$ cat src/rtl/frame_marker_deframer_if.sv
// Serial deframer bus: gated bit input plus payload/status outputs.
// master drives the serial stream, slave is the deframer.
interface frame_marker_deframer_if;
    logic IN;
    logic VALID_IN;
    logic OUT;
    logic VALID_OUT;
    logic FRAME_START;
    logic LOCKED;
    logic MARKER_ERR;

    modport master (
        output IN,
        output VALID_IN,
        input  OUT,
        input  VALID_OUT,
        input  FRAME_START,
        input  LOCKED,
        input  MARKER_ERR
    );

    modport slave (
        input  IN,
        input  VALID_IN,
        output OUT,
        output VALID_OUT,
        output FRAME_START,
        output LOCKED,
        output MARKER_ERR
    );
endinterface

$ cat src/rtl/frame_marker_deframer.sv
// Serial frame deframer: hunts a 32-bit sync marker, locks, strips it
// and forwards payload bits; a flywheel rides out isolated bad markers.
module frame_marker_deframer #(
    parameter int          BYTES_IN_FRAME = 32,
    parameter logic [31:0] MARKER         = 32'hAA550100,
    parameter int          LOCK_MISSES    = 2
) (
    input  logic                   CLK,
    input  logic                   RST,
    frame_marker_deframer_if.slave bus
);
    localparam int FRAME_BITS = 8 * BYTES_IN_FRAME;
    localparam int CW         = $clog2(FRAME_BITS);

    localparam logic [CW-1:0] LAST_BIT   = CW'(FRAME_BITS - 1);
    localparam logic [CW-1:0] LAST_MK    = CW'(31);
    localparam logic [3:0]    MISS_LIMIT = 4'(LOCK_MISSES);

    typedef enum logic [1:0] {
        ST_HUNT,
        ST_PAYLOAD,
        ST_MARK
    } state_t;

    state_t        state;
    state_t        state_d;
    logic [31:0]   sr;
    logic [31:0]   window;
    logic [CW-1:0] cnt;
    logic [CW-1:0] cnt_d;
    logic [3:0]    miss;
    logic [3:0]    miss_d;
    logic [3:0]    miss_inc;
    logic          hit;
    logic          mk_end;
    logic          out_d;
    logic          vout_d;
    logic          fs_d;
    logic          err_d;
    logic          lock_d;

    // The live window includes the bit arriving this cycle.
    assign window   = {sr[30:0], bus.IN};
    assign hit      = (window == MARKER);
    assign mk_end   = (cnt == LAST_MK);
    assign miss_inc = miss + 4'd1;

    // All state and registered outputs; nothing but strobes moves on idle cycles.
    always_ff @(posedge CLK) begin
        if (RST) begin
            state           <= ST_HUNT;
            sr              <= '0;
            cnt             <= '0;
            miss            <= '0;
            bus.OUT         <= 1'b0;
            bus.VALID_OUT   <= 1'b0;
            bus.FRAME_START <= 1'b0;
            bus.LOCKED      <= 1'b0;
            bus.MARKER_ERR  <= 1'b0;
        end else begin
            state           <= state_d;
            cnt             <= cnt_d;
            miss            <= miss_d;
            if (bus.VALID_IN) begin
                sr <= window;
            end
            bus.OUT         <= out_d;
            bus.VALID_OUT   <= vout_d;
            bus.FRAME_START <= fs_d;
            bus.LOCKED      <= lock_d;
            bus.MARKER_ERR  <= err_d;
        end
    end

    // Next state, bit counter and flywheel miss counter.
    always_comb begin
        state_d = state;
        cnt_d   = cnt;
        miss_d  = miss;
        if (bus.VALID_IN) begin
            unique case (state)
                ST_HUNT: begin
                    if (hit) begin
                        state_d = ST_PAYLOAD;
                        cnt_d   = '0;
                        miss_d  = '0;
                    end
                end
                ST_PAYLOAD: begin
                    if (cnt == LAST_BIT) begin
                        state_d = ST_MARK;
                        cnt_d   = '0;
                    end else begin
                        cnt_d = cnt + 1'b1;
                    end
                end
                ST_MARK: begin
                    if (mk_end) begin
                        cnt_d = '0;
                        if (hit) begin
                            miss_d  = '0;
                            state_d = ST_PAYLOAD;
                        end else if (miss_inc == MISS_LIMIT) begin
                            miss_d  = '0;
                            state_d = ST_HUNT;
                        end else begin
                            miss_d  = miss_inc;
                            state_d = ST_PAYLOAD;
                        end
                    end else begin
                        cnt_d = cnt + 1'b1;
                    end
                end
                default: begin
                    state_d = ST_HUNT;
                end
            endcase
        end
    end

    // Output values to register: payload bit, strobes and lock flag.
    always_comb begin
        out_d  = bus.OUT;
        vout_d = 1'b0;
        fs_d   = 1'b0;
        err_d  = 1'b0;
        lock_d = bus.LOCKED;
        if (bus.VALID_IN) begin
            unique case (state)
                ST_HUNT: begin
                    if (hit) begin
                        lock_d = 1'b1;
                    end
                end
                ST_PAYLOAD: begin
                    out_d  = bus.IN;
                    vout_d = 1'b1;
                    fs_d   = (cnt == '0);
                end
                ST_MARK: begin
                    if (mk_end && !hit) begin
                        err_d = 1'b1;
                        if (miss_inc == MISS_LIMIT) begin
                            lock_d = 1'b0;
                        end
                    end
                end
                default: begin
                    lock_d = 1'b0;
                end
            endcase
        end
    end
endmodule

$ cat src/flat_wrapper.sv
// flat-port wrapper written by rule: the top's interface ports become plain ports
module frame_marker_deframer_flat 
#(
    parameter int          BYTES_IN_FRAME = 32,
    parameter logic [31:0] MARKER         = 32'hAA550100,
    parameter int          LOCK_MISSES    = 2
)
  (CLK, RST, bus_IN, bus_VALID_IN, bus_OUT, bus_VALID_OUT, bus_FRAME_START, bus_LOCKED, bus_MARKER_ERR);
  frame_marker_deframer_if bus_i ();
  input  logic CLK;
  input  logic RST;
  input wire logic [$bits(bus_i.IN)-1:0] bus_IN;
  input wire logic [$bits(bus_i.VALID_IN)-1:0] bus_VALID_IN;
  output wire logic [$bits(bus_i.OUT)-1:0] bus_OUT;
  output wire logic [$bits(bus_i.VALID_OUT)-1:0] bus_VALID_OUT;
  output wire logic [$bits(bus_i.FRAME_START)-1:0] bus_FRAME_START;
  output wire logic [$bits(bus_i.LOCKED)-1:0] bus_LOCKED;
  output wire logic [$bits(bus_i.MARKER_ERR)-1:0] bus_MARKER_ERR;
  assign bus_i.IN = bus_IN;
  assign bus_i.VALID_IN = bus_VALID_IN;
  assign bus_OUT = bus_i.OUT;
  assign bus_VALID_OUT = bus_i.VALID_OUT;
  assign bus_FRAME_START = bus_i.FRAME_START;
  assign bus_LOCKED = bus_i.LOCKED;
  assign bus_MARKER_ERR = bus_i.MARKER_ERR;
  frame_marker_deframer #(.BYTES_IN_FRAME(BYTES_IN_FRAME), .MARKER(MARKER), .LOCK_MISSES(LOCK_MISSES)) u_core (.CLK(CLK), .RST(RST), .bus(bus_i));
endmodule
$ cat config.mk
export PLATFORM = sky130hd
export DESIGN_NAME = frame_marker_deframer_flat
export DESIGN_NICKNAME = d
export VERILOG_FILES = /design/src/rtl/frame_marker_deframer_if.sv /design/src/rtl/frame_marker_deframer.sv /design/src/flat_wrapper.sv
export SDC_FILE = /design/constraint.sdc
export NUM_CORES = 1
export LEC_CHECK = 0
export ABC_AREA = 1
export BUFFER_PORTS_ARGS = -buffer_cell sky130_fd_sc_hd__clkbuf_2
export CAP_MARGIN = 20
export CORE_ASPECT_RATIO = 1.2
export CORE_UTILIZATION = 45
export CTS_CLUSTER_DIAMETER = 80
export DETAILED_ROUTE_END_ITERATION = 10
export GPL_TIMING_DRIVEN = 0
export PLACE_DENSITY = 0.58
export SLEW_MARGIN = 25
export SYNTH_ARGS = -nofsm -noshare
export SYNTH_HDL_FRONTEND = slang
export SYNTH_SLANG_ARGS = --single-unit
$ cat constraint.sdc
create_clock -name CLK -period 1.95 [get_ports CLK]
set_input_delay 0.0975 -clock CLK [delete_from_list [all_inputs] [get_ports CLK]]
set_output_delay 0.0975 -clock CLK [all_outputs]
set_load 0.05 [all_outputs]
Yosys cells after proc, flatten, opt, wreduce, memory -nomap -nowiden:

Cells that the tools add are included.

* bits in registers: 50
* input port bits: 4
* logic and storage cells: 60

* bitwise gates (word level): 3
* reduce and logical (&&, ||, !) cells: 14
* $add $sub $neg: 2
* eq/ne operators: 11
* multiplexer cells: 21

Operators by type and width (count)
* $eq 32x32->1 const B: 1
* $mux 8: 3
* $pmux 8 s3: 1
* $mux 4: 4
* $ne 2x1->1 const B: 5
* $add 8x1->8 const B: 1
* $eq 8x5->1 const B: 1
* $eq 8x8->1 const B: 1
* $logic_not 8->1: 1
* $mux 2: 4
* $pmux 4 s2: 1
* $reduce_and 4->1: 2
* $mux 1: 6
* $pmux 2 s3: 1
* $reduce_or 3->1: 2
* $reduce_and 5->1: 1
* $add 4x1->4 const B: 1
* $eq 4x2->1 const B: 1
* $not 1->1: 3
* $pmux 1 s3: 1
* $reduce_and 3->1: 1
* $reduce_bool 3->1: 1
* $eq 2x1->1 const B: 1
* $eq 2x2->1 const B: 1
* other kinds (6): 6

Longest topological paths before layout:

Gate-level depths: netlist (run 1).

* depth after elaboration: 6
* mapped depth: 12
* mapped depth without buffers: 11

Least setup slack after synthesis (run 1):

No wires, ideal clock.

* path type: flip-flop to flip-flop
* from: register u_core.state[0]
* to: register u_core.miss[0]
* stages on the path, launching flop included: 9
* data arrival time: 1.390 ns
* path slack: 0.445 ns
* buffers on the path: 1
* library setup time: 0.115 ns
* path through: dfxtp_1 -> inv_1 -> ha_1 -> clkbuf_1 -> inv_1 -> a21oi_1 -> nand3_2 -> a31oi_1 -> nor2_1

* longest elaborated chain between the ends: 3

RTL lines
* start: declaration: line frame_marker_deframer.sv:25 `state_t state;`
* start signal: assignment: line frame_marker_deframer.sv:61 `state <= state_d;`
* $eq 2x2->1 or $logic_not 2->1 (tied branches): line frame_marker_deframer.sv:81 `unique case (state)`
* $ne 2x1->1 (no line) or $reduce_bool 2->1 (tied branches)
* $reduce_and 4->1 (no line)
* end signal: assignment: line frame_marker_deframer.sv:63 `miss <= miss_d;`
* end: declaration: line frame_marker_deframer.sv:31 `logic [3:0] miss;`

Parallel ways exist; a longest one is shown, timed or not.
A chain may end at the register's enable or synchronous reset.

Worst setup path after layout (run 1):

* from: register u_core.cnt[0]
* to: register u_core.cnt[1]

* longest elaborated chain between the ends: 3

RTL lines
* start: declaration: line frame_marker_deframer.sv:29 `logic [CW-1:0] cnt;`
* start signal: assignment: line frame_marker_deframer.sv:62 `cnt <= cnt_d;`
* $add 8x1->8 (tied with other cells): line frame_marker_deframer.sv:94, frame_marker_deframer.sv:111
* $mux 8 (on tied branches): line frame_marker_deframer.sv:98, frame_marker_deframer.sv:90
* $pmux 8 s3 *: line frame_marker_deframer.sv:81

Every way passes the cells marked *; elsewhere a longest branch is shown, timed or not.

==> run_results.csv, run 1 <==
group,metric,value,unit
run_status,run_status,"finished, final reports clean",
clock_tree,setup_bufs_post_cts,0,
timing,finalSetupViolCount,0,
clock_tree,clkTransAtPathRegs,0.09,ns
global_routing,grt_antenna_before_repair,0,
worst_hold_path,holdPathEnd,"u_core.sr[0]",
placed_design,placedCellCount,408,
routing,viasPerCell,5.07,
worst_hold_path,min_path_type,"input port to flip-flop",
layout,multiInputGateArea,1220,µm²
clock_tree,tritoncts_clock_tree,"yes",
worst_setup_path,worstSetupEndpointType,"flip-flop",
floorplan,die-area,5790,µm²
pwr,total_leakage_power,1.08,nW
worst_setup_path,regToRegEndpoint,"u_core.cnt[1]",
floorplan,ioPinCount,9,
global_routing,global_route_wire_length_before_repair,9030,µm
clock_tree,post_cts_resized,0,
layout,utilization,0.513,
routing,drt_pre_antenna_iters,4,
clock_tree,clock_buffer_count_from_cts,5,
global_routing,grt_max_degree,16,
placed_design,gp_congestion,0.789,
clock_tree,clk-insertion-delay-late,0.30,ns
placed_design,io_buffers,6,
routing,drcViolationCount,0,
synthesis,yosys.cell_types.count,35,
clock_tree,tritoncts_num_sinks,50,
worst_hold_path,hold_path_startpoint,"bus_IN",
timing,timing_worst_slew_pin_value,0.510,ns
synthesis,synth-seq-cells,50,
worst_setup_path,r2r_start,"u_core.cnt[0]",
worst_setup_path,worstPathArrival,1.89,ns
floorplan,initial_utilization,0.466,
global_routing,groute.usage.overall,0.192,
floorplan,die_width,69.6,µm
layout,stdcell_count,415,
timing,post-route-worst-setup-slack,0.270,ns
synthesis,syn_nets,352,
timing,timing_max_transition_violations_final,0,
timing,finClkSkew,0.00767,ns
placed_design,place_ws,0.167,ns
timing,post-route-min-period,1.68,ns
worst_setup_path,setup_crit_path_kind,"flip-flop to flip-flop",
clock_tree,buffer_levels_on_the_longest_clock_path,2,
synthesis,synthCells,340,
layout,post_route_cells_drive_above_1_share,0.150,
routing,vias,2104,
synthesis,ys.warnings.count,0,
global_routing,overflow,0,
floorplan,dieHeight,83.1,µm
timing,fin_tns_setup,0,ns
floorplan,site_row_count,29,
synthesis,mappedNetlistArea,2470,µm²
worst_setup_path,regToRegSetupSlack,0.27,ns
timing,hold_viol_final,0,
clock_tree,htree_levels,2,
layout,layout.area.seq,1000,µm²
layout,num_antenna_cells,0,
timing,worst_slew_margin_rel,0.660,
routing,drt-wirelength-per-cell,12.5,µm
floorplan,core-area,5300,µm²
worst_setup_path,worst-path-max-fanout,5,
clock_tree,hold_buffers,0,
synthesis,synth_seq_area_share,0.405,
timing,fmaxAchievable,595,MHz
layout,finish.net_count,364,
routing,detail_route.iter0.violations,106,
routing,ant_nets,0,
worst_setup_path,required_worst_endpoint,2.16,ns
routing,detail_route.wirelength,5190,µm
worst_setup_path,r2r_cells,10,
global_routing,vias_in_the_first_global_route,2001,
synthesis,syn-mean-instance-area,7.26,µm²
pwr,power_per_cell_area,853,nW/µm²
timing,setup_repair_after_global_routing_missed_its_margin,"no",
pwr,worst_vdd_rail_ir_drop,0.483,mV
worst_hold_path,hold-path-cell-count,3,
flow_run,timing.max_cap.violations,0,
placed_design,dp.final_hpwl,3830,µm
layout,fillers,557,
timing,final_min_period_over_clock_period,0.862,
layout,area_growth,9.98,%
clock_tree,root_buffer_selected_by_cts,"clkbuf_8",
worst_setup_path,critPathLaunchType,"flip-flop",
[placed cells by master, fill, tap and decap left out, types with 2 or more instances in the layout]
cell,count
a21oi_1,46
bufinv_16,2
clkbuf_1,11
clkbuf_2,6
clkbuf_8,6
clkinv_1,4
dfxtp_1,50
ha_1,8
inv_1,31
inv_2,15
nand2_1,60
nand2_2,3
nand3_1,12
nand3_2,2
nand3_4,2
nand4_1,7
nor2_1,24
nor2_2,6
nor2_4,3
o21ai_0,32
o21ai_1,5
o21ai_2,2
[worst max-delay path, cell delays in order, from the launching register on]
cell     delay [ns]
dfxtp_1        0.41
ha_1           0.26
nand3_4        0.12
nor2_4         0.15
nand2_2        0.09
nand2_2        0.10
nand2_2        0.07
nand2_1        0.10
nand4_1        0.12
nand2_1        0.11
nor2_1         0.06
[sequential cells by signal, summed over array words and instances (netlist names)]
register                cells
u_core.bus.LOCKED           1
u_core.cnt                  8
u_core.bus.MARKER_ERR       1
u_core.state                2
u_core.sr                  31
u_core.bus.OUT              1
u_core.bus.VALID_OUT        1
u_core.miss                 4
u_core.bus.FRAME_START      1
[stage by stage]
step,hold slack [ns],cell area [µm²],power (W)
CTS,0.0397,2720,0.00234
detailed placement,0.372,2580,0.00144
finish,0.0372,2720,0.00232
global placement,0.368,2580,0.00144
global route,0.0460,2720,0.00243
floorplan,0.225,2470,0.00137
[worst max path at each step]
stage	start	end	depth (start not counted)
2_1_floorplan	u_core.state[0]	u_core.miss[0]	8
3_3_place_gp	u_core.state[0]	u_core.miss[2]	8
3_5_place_dp	u_core.state[0]	u_core.miss[2]	8
4_1_cts	u_core.state[0]	u_core.miss[2]	8
5_1_grt	u_core.state[0]	u_core.miss[0]	7
6_report	u_core.cnt[0]	u_core.cnt[1]	10
[cell families (layout without fill, tap and decap cells)]
group | after synthesis | in the layout | share of synthesized area
XOR/XNOR | 2 | 2 | 0.00710
flip-flops | 50 | 50 | 0.405
buffers and inverters | 64 | 77 | 0.101
adder cells (fa/ha/maj) | 8 | 8 | 0.0405
AND/OR/NAND/NOR | 125 | 125 | 0.252
AO/OA/AOI/OAI | 91 | 91 | 0.194
[power breakdown]
part | switching, W | internal [W] | leakage, nW
clock network | 0.000355 | 0.000547 | 0.0714
registers | 0.0000368 | 0.00108 | 0.410
logic | 0.000199 | 0.0000983 | 0.599
[layout make-up]
cell class | instances | share of cell area
Timing Repair Buffer | 6 | 0.0111
Inverter | 50 | 0.0691
Buffer | 13 | 0.0212
Tap cell | 62 | 0.0286
Clock buffer | 6 | 0.0304
Clock inverter | 2 | 0.0221
Multi-Input combinational cell | 226 | 0.449
Sequential cell | 50 | 0.369
[metal layers]
metal	track usage	share of wire	vias to the layer above
li1	-	-	1126
met1	0.246	0.49	941
met2	0.327	0.47	30
met3	0.0352	0.030	7
met4	0.0600	0.013	0
met5	0	0	-
[synth_stat cells]
cell type / n / area share
nor3_1: 1 / 0.0020
a21o_1: 1 / 0.0030
xor2_1: 1 / 0.0035
o211ai_1: 1 / 0.0030
nand2_2: 3 / 0.0076
clkinv_1: 4 / 0.0061
o21ai_0: 32 / 0.065
dfxtp_1: 50 / 0.41
nor2_4: 3 / 0.014
nand4_1: 7 / 0.018
xnor2_1: 1 / 0.0035
nand3_1: 12 / 0.024
nor3_2: 1 / 0.0041
nand3_2: 2 / 0.0081
a21oi_2: 1 / 0.0035
o21bai_1: 1 / 0.0030
inv_2: 15 / 0.023
o21ai_2: 2 / 0.0071
clkbuf_1: 12 / 0.018
buf_2: 1 / 0.0020
nand2_8: 1 / 0.0081
nor4_1: 1 / 0.0025
nor2_1: 24 / 0.036
nor2_2: 6 / 0.015
buf_6: 1 / 0.0046
o21ai_1: 5 / 0.010
nand3_4: 2 / 0.014
inv_1: 31 / 0.047
ha_1: 8 / 0.041
a31oi_1: 1 / 0.0025
a211oi_1: 1 / 0.0030
nand2_4: 1 / 0.0046
a21oi_1: 46 / 0.093
or2_1: 1 / 0.0025
nand2_1: 60 / 0.091
(Power assumes the default switching activity.)
==> run 2, diff against run 1 <==
--- a/config.mk
+++ b/config.mk
@@ -9,11 +9,12 @@
 export BUFFER_PORTS_ARGS = -buffer_cell sky130_fd_sc_hd__clkbuf_2
 export CAP_MARGIN = 20
 export CORE_ASPECT_RATIO = 1.2
-export CORE_UTILIZATION = 45
+export CORE_MARGIN = 1.5
+export CORE_UTILIZATION = 55
 export CTS_CLUSTER_DIAMETER = 80
 export DETAILED_ROUTE_END_ITERATION = 10
 export GPL_TIMING_DRIVEN = 0
-export PLACE_DENSITY = 0.58
+export PLACE_DENSITY = 0.69
 export SLEW_MARGIN = 25
 export SYNTH_ARGS = -nofsm -noshare
 export SYNTH_HDL_FRONTEND = slang
==> run 2 against run 1 <==
Effect of this change: total power is 7.8% lower; sequential share of layout area grew 0.60 points; final area shrank 1.6%; core utilization rose by 11 points; non-clock buffer count unchanged; final cell count shrank 1.4%; clock-buffer cell count rose by 1; flip-flop and latch count unchanged; hold slack better by 0.026 ns; combinational power about the same.
==> run_results.csv, run 2 (synthesis results as in run 1) <==
group,metric,value,unit
layout,finalInstanceArea,2670,µm²
floorplan,site_row_count,26,
global_routing,vias_in_the_first_global_route,1969,
routing,drcViolationCount,0,
floorplan,ioPinCount,9,
routing,viasPerCell,5.17,
clock_tree,clock_buffer_count_from_cts,5,
clock_tree,buffer_levels_on_the_longest_clock_path,2,
worst_setup_path,worstPathArrival,1.90,ns
global_routing,groute.usage.overall,0.225,
clock_tree,tritoncts_clock_tree,"yes",
layout,largest_registers,"u_core.sr (31), u_core.cnt (8), u_core.miss (4)",
routing,drt_pre_antenna_iters,4,
timing,fin_tns_setup,0,ns
run_status,run_status,"finished, final reports clean",
clock_tree,clkTransAtPathRegs,0.09,ns
floorplan,initial_utilization,0.575,
clock_tree,tritoncts_num_sinks,50,
layout,area_growth,8.21,%
worst_setup_path,worst-path-max-fanout,5,
worst_setup_path,r2r_cells,10,
placed_design,cell_area_after_placement,2570,µm²
clock_tree,post_cts_resized,0,
placed_design,gp_congestion,0.786,
pwr,total_leakage_power,1.06,nW
timing,finalSetupViolCount,0,
placed_design,dp.final_hpwl,3800,µm
clock_tree,setup_bufs_post_cts,0,
layout,top_register,"u_core.sr",
pwr,power_per_cell_area,799,nW/µm²
layout,fillers,417,
routing,drt-wirelength-per-cell,12.6,µm
floorplan,core-area,4290,µm²
routing,vias,2115,
worst_setup_path,critPathLaunchType,"flip-flop",
routing,ant_nets,0,
layout,num_antenna_cells,0,
timing,timing_worst_slew_pin_value,0.512,ns
floorplan,dieHeight,76.4,µm
timing,setup_repair_after_global_routing_missed_its_margin,"no",
layout,largest_register_ffs,31,
worst_hold_path,min_path_type,"input port to flip-flop",
worst_setup_path,required_worst_endpoint,2.15,ns
timing,hold_viol_final,0,
layout,utilization,0.622,
pwr,worst_vdd_rail_ir_drop,0.560,mV
global_routing,global_route_wire_length_before_repair,8850,µm
timing,finClkSkew,0.0103,ns
global_routing,grt_max_degree,15,
timing,worst_slew_margin_rel,0.659,
routing,detail_route.iter0.violations,114,
timing,post-route-min-period,1.70,ns
timing,final_min_period_over_clock_period,0.871,
worst_setup_path,setup_crit_path_kind,"flip-flop to flip-flop",
layout,finish.net_count,364,
global_routing,overflow,0,
global_routing,grt_antenna_before_repair,0,
pwr,totalPowerFinal,0.00213,W
layout,post_route_cells_drive_above_1_share,0.144,
layout,final_cell_mix,"nand2_1, dfxtp_1, a21oi_1",
placed_design,io_buffers,6,
floorplan,die-area,4900,µm²
routing,detail_route.wirelength,5160,µm
clock_tree,hold_buffers,0,
timing,timing_max_transition_violations_final,0,
clock_tree,root_buffer_selected_by_cts,"clkbuf_8",
timing,fmaxAchievable,589,MHz
floorplan,die_width,64.2,µm
flow_run,timing.max_cap.violations,0,
clock_tree,clk-insertion-delay-late,0.30,ns
layout,layout_commonest_cell,"nand2_1",
worst_setup_path,worstSetupEndpointType,"flip-flop",
clock_tree,htree_levels,2,
worst_hold_path,hold-path-cell-count,3,
-- run 2: stage by stage --
step	std cells	hold slack, ns	setup WS [ns]
global placement	402	0.369	0.180
floorplan	340	0.225	0.445
global route	409	0.0666	0.0524
finish	409	0.0633	0.251
CTS	410	0.0589	0.135
detailed placement	402	0.377	0.157
-- run 2: where the power goes --
group / internal, W / total [W] / switching (W)
clock network: 0.000384 / 0.000718 / 0.000334
registers: 0.00108 / 0.00112 / 0.0000367
logic: 0.0000981 / 0.000299 / 0.000201
-- run 2: critical path, stage by stage (launching register included) --
cell and delay (ns):
dfxtp_1 0.41, ha_1 0.26, nand3_4 0.12, nor2_4 0.15, nand2_2 0.09, nand2_2 0.10
nand2_2 0.07, nand2_1 0.11, nand4_1 0.12, nand2_1 0.12, nor2_1 0.06
-- run 2: path summary, 6_finish.rpt --
kind	start	endpoint	slack, ns
setup / recovery	u_core.cnt[0]	u_core.cnt[1]	0.25
hold / removal	bus_IN	u_core.sr[0]	0.06
setup reg to reg	u_core.cnt[0]	u_core.cnt[1]	0.25
hold reg to reg	u_core.sr[22]	u_core.sr[23]	0.45
-- run 2: cell type report --
| class | count | area (µm²) | area share |
|---|---|---|---|
| Multi-Input combinational cell | 226 | 1220 | 0.456 |
| Sequential cell | 50 | 1000 | 0.375 |
| Inverter | 50 | 188 | 0.0703 |
| Clock buffer | 7 | 76.3 | 0.0286 |
| Tap cell | 56 | 70.1 | 0.0262 |
| Buffer | 13 | 57.6 | 0.0215 |
| Clock inverter | 1 | 30.0 | 0.0112 |
| Timing Repair Buffer | 6 | 30.0 | 0.0112 |
-- run 2: routing by layer --
layer	vias up	GRT usage	part of all wire
met5	-	0	0
met4	0	0.0511	0.0078
met3	4	0.0399	0.015
met2	12	0.396	0.50
met1	980	0.285	0.47
li1	1119	-	-
